`config.mk`:
```
export PLATFORM = sky130hd
export DESIGN_NAME = adc_capture
export DESIGN_NICKNAME = d
export VERILOG_FILES = /design/src/rtl/adc_pkg.sv /design/src/rtl/sck_gen.sv /design/src/rtl/adc_capture.sv
export SDC_FILE = /design/constraint.sdc
export NUM_CORES = 1
export LEC_CHECK = 0
export ABC_AREA = 1
export CORE_MARGIN = 2
export CORE_UTILIZATION = 44
export CTS_BUF_LIST = sky130_fd_sc_hd__clkbuf_8
export CTS_CLUSTER_DIAMETER = 100
export DETAILED_ROUTE_END_ITERATION = 6
export HOLD_SLACK_MARGIN = 0.02
export SLEW_MARGIN = 20
export SYNTH_ARGS = -nofsm -noshare
export SYNTH_HDL_FRONTEND = slang
export SYNTH_SLANG_ARGS = --single-unit
export TNS_END_PERCENT = 1
```
`constraint.sdc`:
```
create_clock -name CLK50MHZ -period 4.2 [get_ports CLK50MHZ]
set_input_delay 0.84 -clock CLK50MHZ [delete_from_list [all_inputs] [get_ports CLK50MHZ]]
set_output_delay 0.84 -clock CLK50MHZ [all_outputs]
set_load 0.01 [all_outputs]
```
`src/rtl/adc_pkg.sv`:
```
// rtl/adc_pkg.sv - shared types and frame layout for the ADC capture block
// Purpose: FSM state enum, serial frame geometry and a window helper.
// Ports: none (package).
package adc_pkg;

  typedef enum logic [1:0] {
    IDLE  = 2'd0,
    CONV  = 2'd1,
    SHIFT = 2'd2,
    DONE  = 2'd3
  } adc_state_e;

  localparam int FRAME_BITS = 34;
  localparam int CH0_FIRST  = 2;
  localparam int CH1_FIRST  = 18;
  localparam int SAMPLE_W   = 14;
  localparam int PERIOD_W   = 6;

  // True when the sck period number falls inside a channel's data window.
  function automatic logic in_window(input logic [PERIOD_W-1:0] period, input int first);
    return (int'(period) >= first) && (int'(period) < first + SAMPLE_W);
  endfunction

endpackage

```
`src/rtl/sck_gen.sv`:
```
// rtl/sck_gen.sv - serial clock phase generator for one ADC frame
// Purpose: while en_i is high, produces spi_sck (low DIV, high DIV per period,
//          starting low), a strobe on the cycle whose edge raises sck, and the
//          running period number; everything clears when en_i is low.
// Ports: clk_i, rst_i (async, active-high), en_i;
//        sck_o, rise_o, last_o (final cycle of period FRAME_BITS-1), period_o.
module sck_gen
  import adc_pkg::*;
#(
  parameter int DIV = 1
) (
  input  logic                clk_i,
  input  logic                rst_i,
  input  logic                en_i,
  output logic                sck_o,
  output logic                rise_o,
  output logic                last_o,
  output logic [PERIOD_W-1:0] period_o
);

  localparam logic [7:0]          DIV_M1      = 8'(DIV - 1);
  localparam logic [PERIOD_W-1:0] LAST_PERIOD = PERIOD_W'(FRAME_BITS - 1);

  logic [7:0]          cnt_q, cnt_d;
  logic                sck_q, sck_d;
  logic [PERIOD_W-1:0] period_q, period_d;
  logic                tc;

  assign tc      = (cnt_q == DIV_M1);
  assign rise_o  = en_i & tc & ~sck_q;
  assign last_o  = en_i & tc & sck_q & (period_q == LAST_PERIOD);
  assign sck_o   = sck_q;
  assign period_o = period_q;

  always_comb begin
    cnt_d    = cnt_q;
    sck_d    = sck_q;
    period_d = period_q;
    if (!en_i) begin
      cnt_d    = '0;
      sck_d    = 1'b0;
      period_d = '0;
    end else if (tc) begin
      cnt_d = '0;
      if (sck_q) begin
        // Falling edge closes a period; the last one wraps to a clean state.
        sck_d    = 1'b0;
        period_d = last_o ? '0 : period_q + 1'b1;
      end else begin
        sck_d = 1'b1;
      end
    end else begin
      cnt_d = cnt_q + 1'b1;
    end
  end

  always_ff @(posedge clk_i or posedge rst_i) begin
    if (rst_i) begin
      cnt_q    <= '0;
      sck_q    <= 1'b0;
      period_q <= '0;
    end else begin
      cnt_q    <= cnt_d;
      sck_q    <= sck_d;
      period_q <= period_d;
    end
  end

endmodule

```
`src/rtl/adc_capture.sv`:
```
// rtl/adc_capture.sv - two-channel serial ADC frame capture with start arbitration
// Purpose: on adc_trig (when the shared preamp bus is idle) pulses ad_conv for
//          2*DIV cycles, clocks a 34-period frame, captures both channels and
//          publishes them with a one-cycle adc_done.
// Ports: CLK50MHZ, RST (async, active-high); spi_sck, ad_conv, adc_out (ADC);
//        bus_busy, adc_trig (inputs); adc_busy, adc_done, adc_ch0, adc_ch1.
// Config: define ADC_CAPTURE_CONT_EN for back-to-back frames from DONE.
module adc_capture
  import adc_pkg::*;
#(
  parameter int DIV   = 1,
  parameter int WIDTH = 14
) (
  input  logic             CLK50MHZ,
  input  logic             RST,
  output logic             spi_sck,
  output logic             ad_conv,
  input  logic             adc_out,
  input  logic             bus_busy,
  input  logic             adc_trig,
  output logic             adc_busy,
  output logic             adc_done,
  output logic [WIDTH-1:0] adc_ch0,
  output logic [WIDTH-1:0] adc_ch1
);

  localparam logic [8:0] CONV_LAST = 9'(2 * DIV - 1);

  adc_state_e          state_q, state_d;
  logic [8:0]          conv_cnt_q, conv_cnt_d;
  logic [WIDTH-1:0]    sh0_q, sh0_d, sh1_q, sh1_d;
  logic [WIDTH-1:0]    ch0_q, ch0_d, ch1_q, ch1_d;
  logic                busy_q, conv_q, done_q;
  logic                sck_en, sck_rise, frame_end;
  logic [PERIOD_W-1:0] period;

  assign sck_en = (state_q == SHIFT);

  sck_gen #(.DIV(DIV)) u_sck_gen (
    .clk_i   (CLK50MHZ),
    .rst_i   (RST),
    .en_i    (sck_en),
    .sck_o   (spi_sck),
    .rise_o  (sck_rise),
    .last_o  (frame_end),
    .period_o(period)
  );

  always_comb begin
    state_d    = state_q;
    conv_cnt_d = '0;
    sh0_d      = sh0_q;
    sh1_d      = sh1_q;
    ch0_d      = ch0_q;
    ch1_d      = ch1_q;
    case (state_q)
      IDLE: begin
        if (adc_trig && !bus_busy) state_d = CONV;
      end
      CONV: begin
        sh0_d      = '0;
        sh1_d      = '0;
        conv_cnt_d = conv_cnt_q + 1'b1;
        if (conv_cnt_q == CONV_LAST) begin
          conv_cnt_d = '0;
          state_d    = SHIFT;
        end
      end
      SHIFT: begin
        // adc_out is taken on the edge that raises spi_sck.
        if (sck_rise && in_window(period, CH0_FIRST)) sh0_d = {sh0_q[WIDTH-2:0], adc_out};
        if (sck_rise && in_window(period, CH1_FIRST)) sh1_d = {sh1_q[WIDTH-2:0], adc_out};
        if (frame_end) begin
          state_d = DONE;
          // Outputs change only here, so a partial frame is never visible.
          ch0_d   = sh0_q;
          ch1_d   = sh1_q;
        end
      end
      DONE: begin
`ifdef ADC_CAPTURE_CONT_EN
        if (adc_trig && !bus_busy) state_d = CONV;
        else                       state_d = IDLE;
`else
        state_d = IDLE;
`endif
      end
      default: state_d = IDLE;
    endcase
  end

  always_ff @(posedge CLK50MHZ or posedge RST) begin
    if (RST) begin
      state_q    <= IDLE;
      conv_cnt_q <= '0;
      sh0_q      <= '0;
      sh1_q      <= '0;
      ch0_q      <= '0;
      ch1_q      <= '0;
      busy_q     <= 1'b0;
      conv_q     <= 1'b0;
      done_q     <= 1'b0;
    end else begin
      state_q    <= state_d;
      conv_cnt_q <= conv_cnt_d;
      sh0_q      <= sh0_d;
      sh1_q      <= sh1_d;
      ch0_q      <= ch0_d;
      ch1_q      <= ch1_d;
      // Status flags are decoded from the next state so they line up with it.
      busy_q     <= (state_d != IDLE);
      conv_q     <= (state_d == CONV);
      done_q     <= (state_d == DONE);
    end
  end

  assign ad_conv  = conv_q;
  assign adc_busy = busy_q;
  assign adc_done = done_q;
  assign adc_ch0  = ch0_q;
  assign adc_ch1  = ch1_q;

endmodule

```
==> results.cfg, run 1 <==
[grt]
grt_first_pass_wirelength_mm = 12.6
overflow_left_after_global_routing = 0
via_count_of_the_first_global_routing_pass = 2680
grt_start_max_net_pins = 54
grt_antenna_before_repair = 0
grtUsageTotal = 0.178

[power]
leakagePower_nw = 2.18
power_mw = 1.45
worst_ir_drop_vdd_mv = 0.178
power-per-cell-area_mw_per_mm2 = 334

[cells_and_area]
area_delta_synth_final_pct = 16.4
utilization = 0.528
fillerInstances = 769
register_area_mm2 = 0.00213
most_common_cell_after_layout_fill_and_taps_aside = sky130_fd_sc_hd__nand2_1
drive_gt1_frac = 0.0710
insertedDiodeCount = 0
layout.cells.most_common_list = 144 x sky130_fd_sc_hd__nand2_1, 85 x sky130_fd_sc_hd__dfrtp_1, 68 x sky130_fd_sc_hd__nand3_1
finish.net_count = 472
multi_input_comb_area_mm2 = 0.00137

[floorplanning]
effective_utilization_at_floorplan = 0.454
placeable_core_region_mm2 = 0.00822
die_area_mm2 = 0.00922
chipHeight_um = 96.0
boundaryPins = 37
rows = 33
die-width_um = 96.0

[clocking]
cts_tree = done
worst_skew_pair.late_latency_ns = 0.36
cts-root-buf = sky130_fd_sc_hd__clkbuf_8
cts_num_sinks = 85
cts_hold_buffers = 0
numCtsBuffers = 9
cts.repair_timing.setup_buffer_count = 0
cts_resized = 0
h-tree-depth = 3
longest_clk_path_bufs = 2
cts.clk_slew.worst_paths_ns = 0.09

[sta]
setup_ws_ns = 2.03
totalNegativeSetupSlack_ns = 0
timing.final.crit_period_ns = 2.17
worst-slew-pin-transition_ns = 0.991
rsz0062_at_grt = no
timing.clock.skew_ns = 0.0142
fmax_mhz = 461
max-slew-margin-rel = 0.335
fin_crit_sh = 0.516
setup-violations-final = 0
finalMaxSlewViolations = 0
report.final.hold_viol_count = 0

[yosys]
synth-seq-cells = 85
synth.distinct_cells = 24
synth-async-reset-ratio = 1.00
synth_seq_area_share = 0.571
synth.net_count = 438
netlist_instances = 426
synth_edf_count = 0
ys.flop_type = sky130_fd_sc_hd__dfrtp_1
synth.avg_cell_area_um2 = 8.75
synth.yosys.warnings = 0
synthesis.area_mm2 = 0.00373

[detailed_routing]
wl_mm = 7.28
firstDrtPassIters = 5
post_drt_wl_per_cell_um = 12.8
num_vias = 2800
detail_route.vias_per_cell = 4.91
drt_iter0_markers = 87
drt.antenna.violating_nets = 0
route.detailed.drc = 0

[hold_path]
min-delay-path-class = reg -> reg

[flow_run]
maxCapViolCount = 0

[critical_path]
critical-path-top-delay-family = buffers and inverters
crit_path_max_incr_delay_ns = 0.56
critical_path.slowest_cell = sky130_fd_sc_hd__clkdlybuf4s50_1
worst_setup_path_start_kind = flip-flop
critical_path_buffer_and_inverter_count = 1
critPathRequiredTime_ns = 3.36
cp_max_fo = 4
cp_data_arrival_time_ns = 1.33
end_kind = output port
crit_type = reg -> out
cp_cell_sequence = clkdlybuf4s50_1

[placement]
port_buffers = 36
finalWeightedCongestion = 0.773
place_ws_ns = 2.01
place_hpwl_mm = 4.79

[status]
run_status = finished clean
-- synth_stat cells, types with 4 or more instances --
cell | number | area (um^2)
sky130_fd_sc_hd__nor2_1 | 33 | 124
sky130_fd_sc_hd__inv_2 | 5 | 18.8
sky130_fd_sc_hd__ha_1 | 7 | 87.6
sky130_fd_sc_hd__inv_1 | 27 | 101
sky130_fd_sc_hd__nand2_1 | 144 | 541
sky130_fd_sc_hd__nand3_1 | 68 | 340
sky130_fd_sc_hd__dfrtp_1 | 85 | 2130
sky130_fd_sc_hd__clkbuf_1 | 4 | 15.0
sky130_fd_sc_hd__buf_6 | 4 | 45.0
sky130_fd_sc_hd__nor3b_1 | 5 | 37.5
sky130_fd_sc_hd__o21ai_0 | 12 | 60.1
sky130_fd_sc_hd__buf_2 | 6 | 30.0
sky130_fd_sc_hd__nand4_1 | 5 | 31.3
-- sequential cells by signal, indices dropped and copies added, names as in the netlist --
name                flops
sh1_q                  14
sh0_q                  14
state_q                 2
adc_done                1
adc_ch0                14
u_sck_gen.sck_o         1
adc_ch1                14
u_sck_gen.cnt_q         8
adc_busy                1
ad_conv                 1
conv_cnt_q              9
u_sck_gen.period_o      6
-- area by class of cell --
class / instances / area share
sequential: 85 / 0.490
clock buffer: 10 / 0.0317
timing repair buffer: 39 / 0.0882
clock inverter: 6 / 0.0147
tap: 105 / 0.0303
multi-input combinational: 292 / 0.316
inverter: 33 / 0.0288
-- routing by layer --
layer  routed length (um)  vias to the layer above  global-route usage
li1                     -                     1422                   -
met1                 3560                     1319               0.250
met2                 3300                       50               0.273
met3                  302                        9              0.0305
met4                  121                        0              0.0750
met5                    0                        -                   0
-- worst paths after layout --
path                            slack [ns]       startpoint                     to  cells after the start
worst max-delay path                  2.03  u_sck_gen.sck_o                spi_sck                      1
worst min-delay path                  0.48       adc_ch0[8]             adc_ch0[8]                      2
worst max register to register        2.21       state_q[0]                ad_conv                      7
worst min register to register        0.48       adc_ch0[8]             adc_ch0[8]                      2
max in group asynchronous             2.47              RST  u_sck_gen.period_o[1]                      3
min in group asynchronous             0.97              RST               sh0_q[1]                      2
-- kinds of logic after synthesis --
group	count (synthesis)	share of synthesized area
fa+ha+maj	7	0.0235
simple gates	264	0.311
xor+xnor	3	0.00705
buf+inv	49	0.0614
compound gates	18	0.0262
flops	85	0.571
-- per-stage QoR --
stage | instances | cell area [um^2] | hold WS [ns]
after floorplan | 426 | 3730 | 0.443
after global placement | 554 | 4140 | 0.456
after detailed placement | 554 | 4140 | 0.464
after CTS | 570 | 4340 | 0.483
after global routing | 570 | 4340 | 0.511
final | 570 | 4340 | 0.483
-- power by group --
part	switching (mW)	internal, mW
logic	0.0209	0.00909
clock network	0.292	0.290
registers	0.00826	0.827
(Power assumes the default switching activity.)
==> run 2: changes to the inputs <==
- clock period: 4.2 -> 2.05 ns (I/O delays scaled with it)
==> results.cfg, run 2 (same netlist as run 1, synthesis figures left out) <==
[sta]
timing.clock.skew_ns = 0.00679
fmax_mhz = 545
report.final.hold_viol_count = 0
finalMaxSlewViolations = 0
setup-violations-final = 0
timing.final.crit_period_ns = 1.84
totalNegativeSetupSlack_ns = 0
rsz0062_at_grt = no
fin_crit_sh = 0.895
max-slew-margin-rel = 0.668
worst-slew-pin-transition_ns = 0.497

[power]
power-per-cell-area_mw_per_mm2 = 678
power_mw = 2.96
worst_ir_drop_vdd_mv = 0.394
leakagePower_nw = 2.18

[floorplanning]
die_area_mm2 = 0.00922
chipHeight_um = 96.0
rows = 33
placeable_core_region_mm2 = 0.00822
die-width_um = 96.0
boundaryPins = 37
effective_utilization_at_floorplan = 0.454

[cells_and_area]
area_delta_synth_final_pct = 17.2
finish.net_count = 474
insertedDiodeCount = 0
fillerInstances = 811
drive_gt1_frac = 0.0749
most_common_cell_after_layout_fill_and_taps_aside = sky130_fd_sc_hd__nand2_1
layout.cells.most_common_list = 144 x sky130_fd_sc_hd__nand2_1, 85 x sky130_fd_sc_hd__dfrtp_1, 68 x sky130_fd_sc_hd__nand3_1
post-route-cell-area_mm2 = 0.00437

[flow_run]
maxCapViolCount = 0

[status]
run_status = finished clean

[placement]
finalWeightedCongestion = 0.865
placement.cell_area_mm2 = 0.00417
port_buffers = 36
place_hpwl_mm = 4.53

[critical_path]
reg2reg_from = u_sck_gen.period_o[0]
timing.reg2reg.worst_path_depth = 7
end_kind = flip-flop
cp_data_arrival_time_ns = 2.12
r2r_slack_ns = 0.21
worst_setup_path_start_kind = flip-flop
crit_type = reg -> reg
critical_path.startpoint = u_sck_gen.period_o[0]
cp_max_fo = 15
critPathRequiredTime_ns = 2.34

[clocking]
h-tree-depth = 3
cts_tree = done
cts_hold_buffers = 0
cts-root-buf = sky130_fd_sc_hd__clkbuf_8
worst_skew_pair.late_latency_ns = 0.35
cts_num_sinks = 85
numCtsBuffers = 9
cts_resized = 0
cts.clk_slew.worst_paths_ns = 0.09
cts.repair_timing.setup_buffer_count = 0
longest_clk_path_bufs = 2

[hold_path]
min_from = adc_ch0[7]
timing.hold.worst_path_depth = 2
min-delay-path-class = reg -> reg

[detailed_routing]
post_drt_wl_per_cell_um = 12.6
num_vias = 2807
detail_route.vias_per_cell = 4.91
wl_mm = 7.20
drt.antenna.violating_nets = 0
route.detailed.drc = 0
drt_iter0_markers = 122
firstDrtPassIters = 4

[grt]
via_count_of_the_first_global_routing_pass = 2735
grt_antenna_before_repair = 0
grt_start_max_net_pins = 86
overflow_left_after_global_routing = 0
grtUsageTotal = 0.172
grt_first_pass_wirelength_mm = 12.3
## run 2: cell count changes in the layout (fill, tap and decap cells not counted), sizes merged
cell and change:
buf +2, clkinv -1, clkinvlp +1
## run 2: stage by stage
step	hold slack, ns	worst slack (ns)	util	std cells
finish	0.479	0.215	0.532	572
global route	0.506	0.0827	0.532	572
CTS	0.487	0.240	0.532	572
detailed placement	0.464	0.257	0.507	556
global placement	0.464	0.281	0.507	556
floorplan	0.443	0.638	-	426
## run 2: critical path: stages, from the launching register on
cell and delay [ns]:
sky130_fd_sc_hd__dfrtp_1 0.46, sky130_fd_sc_hd__inv_1 0.07, sky130_fd_sc_hd__ha_1 0.19, sky130_fd_sc_hd__o21ai_0 0.24, sky130_fd_sc_hd__inv_1 0.29, sky130_fd_sc_hd__nand2_2 0.32, sky130_fd_sc_hd__nand3_1 0.12, sky130_fd_sc_hd__nand2_1 0.08
## run 2: final cells by class
cell class              count  area [um^2]  area share
flip-flops and latches     85         2130       0.487
inverters                  33          128      0.0292
clock buffers              10          138      0.0315
clock inverters             6         63.8      0.0146
repair buffers             41          410      0.0939
multi-input cells         292         1370       0.314
well taps                 105          131      0.0301
## run 2: path summary, 6_finish.rpt
| kind | to |
|---|---|
| max in group asynchronous | sh1_q[5] |
| max | sh0_q[13] |
| min reg2reg | adc_ch0[7] |
| max reg2reg | sh0_q[13] |
| min | adc_ch0[7] |
| min in group asynchronous | adc_ch0[9] |
## run 2: per-layer routing
metal,part of all wire,up-vias,GRT usage,wire [um]
li1,-,1423,-,-
met1,0.49,1335,0.224,3530
met2,0.47,39,0.286,3360
met3,0.028,10,0.0305,203
met4,0.014,0,0.0655,103
met5,0,-,0,0
## run 2: report_power, final
part | total (mW) | switching [mW] | internal, mW
clock network | 1.19 | 0.594 | 0.594
registers | 1.71 | 0.0166 | 1.69
logic | 0.0646 | 0.0443 | 0.0204
total | 2.96 | 0.654 | 2.31
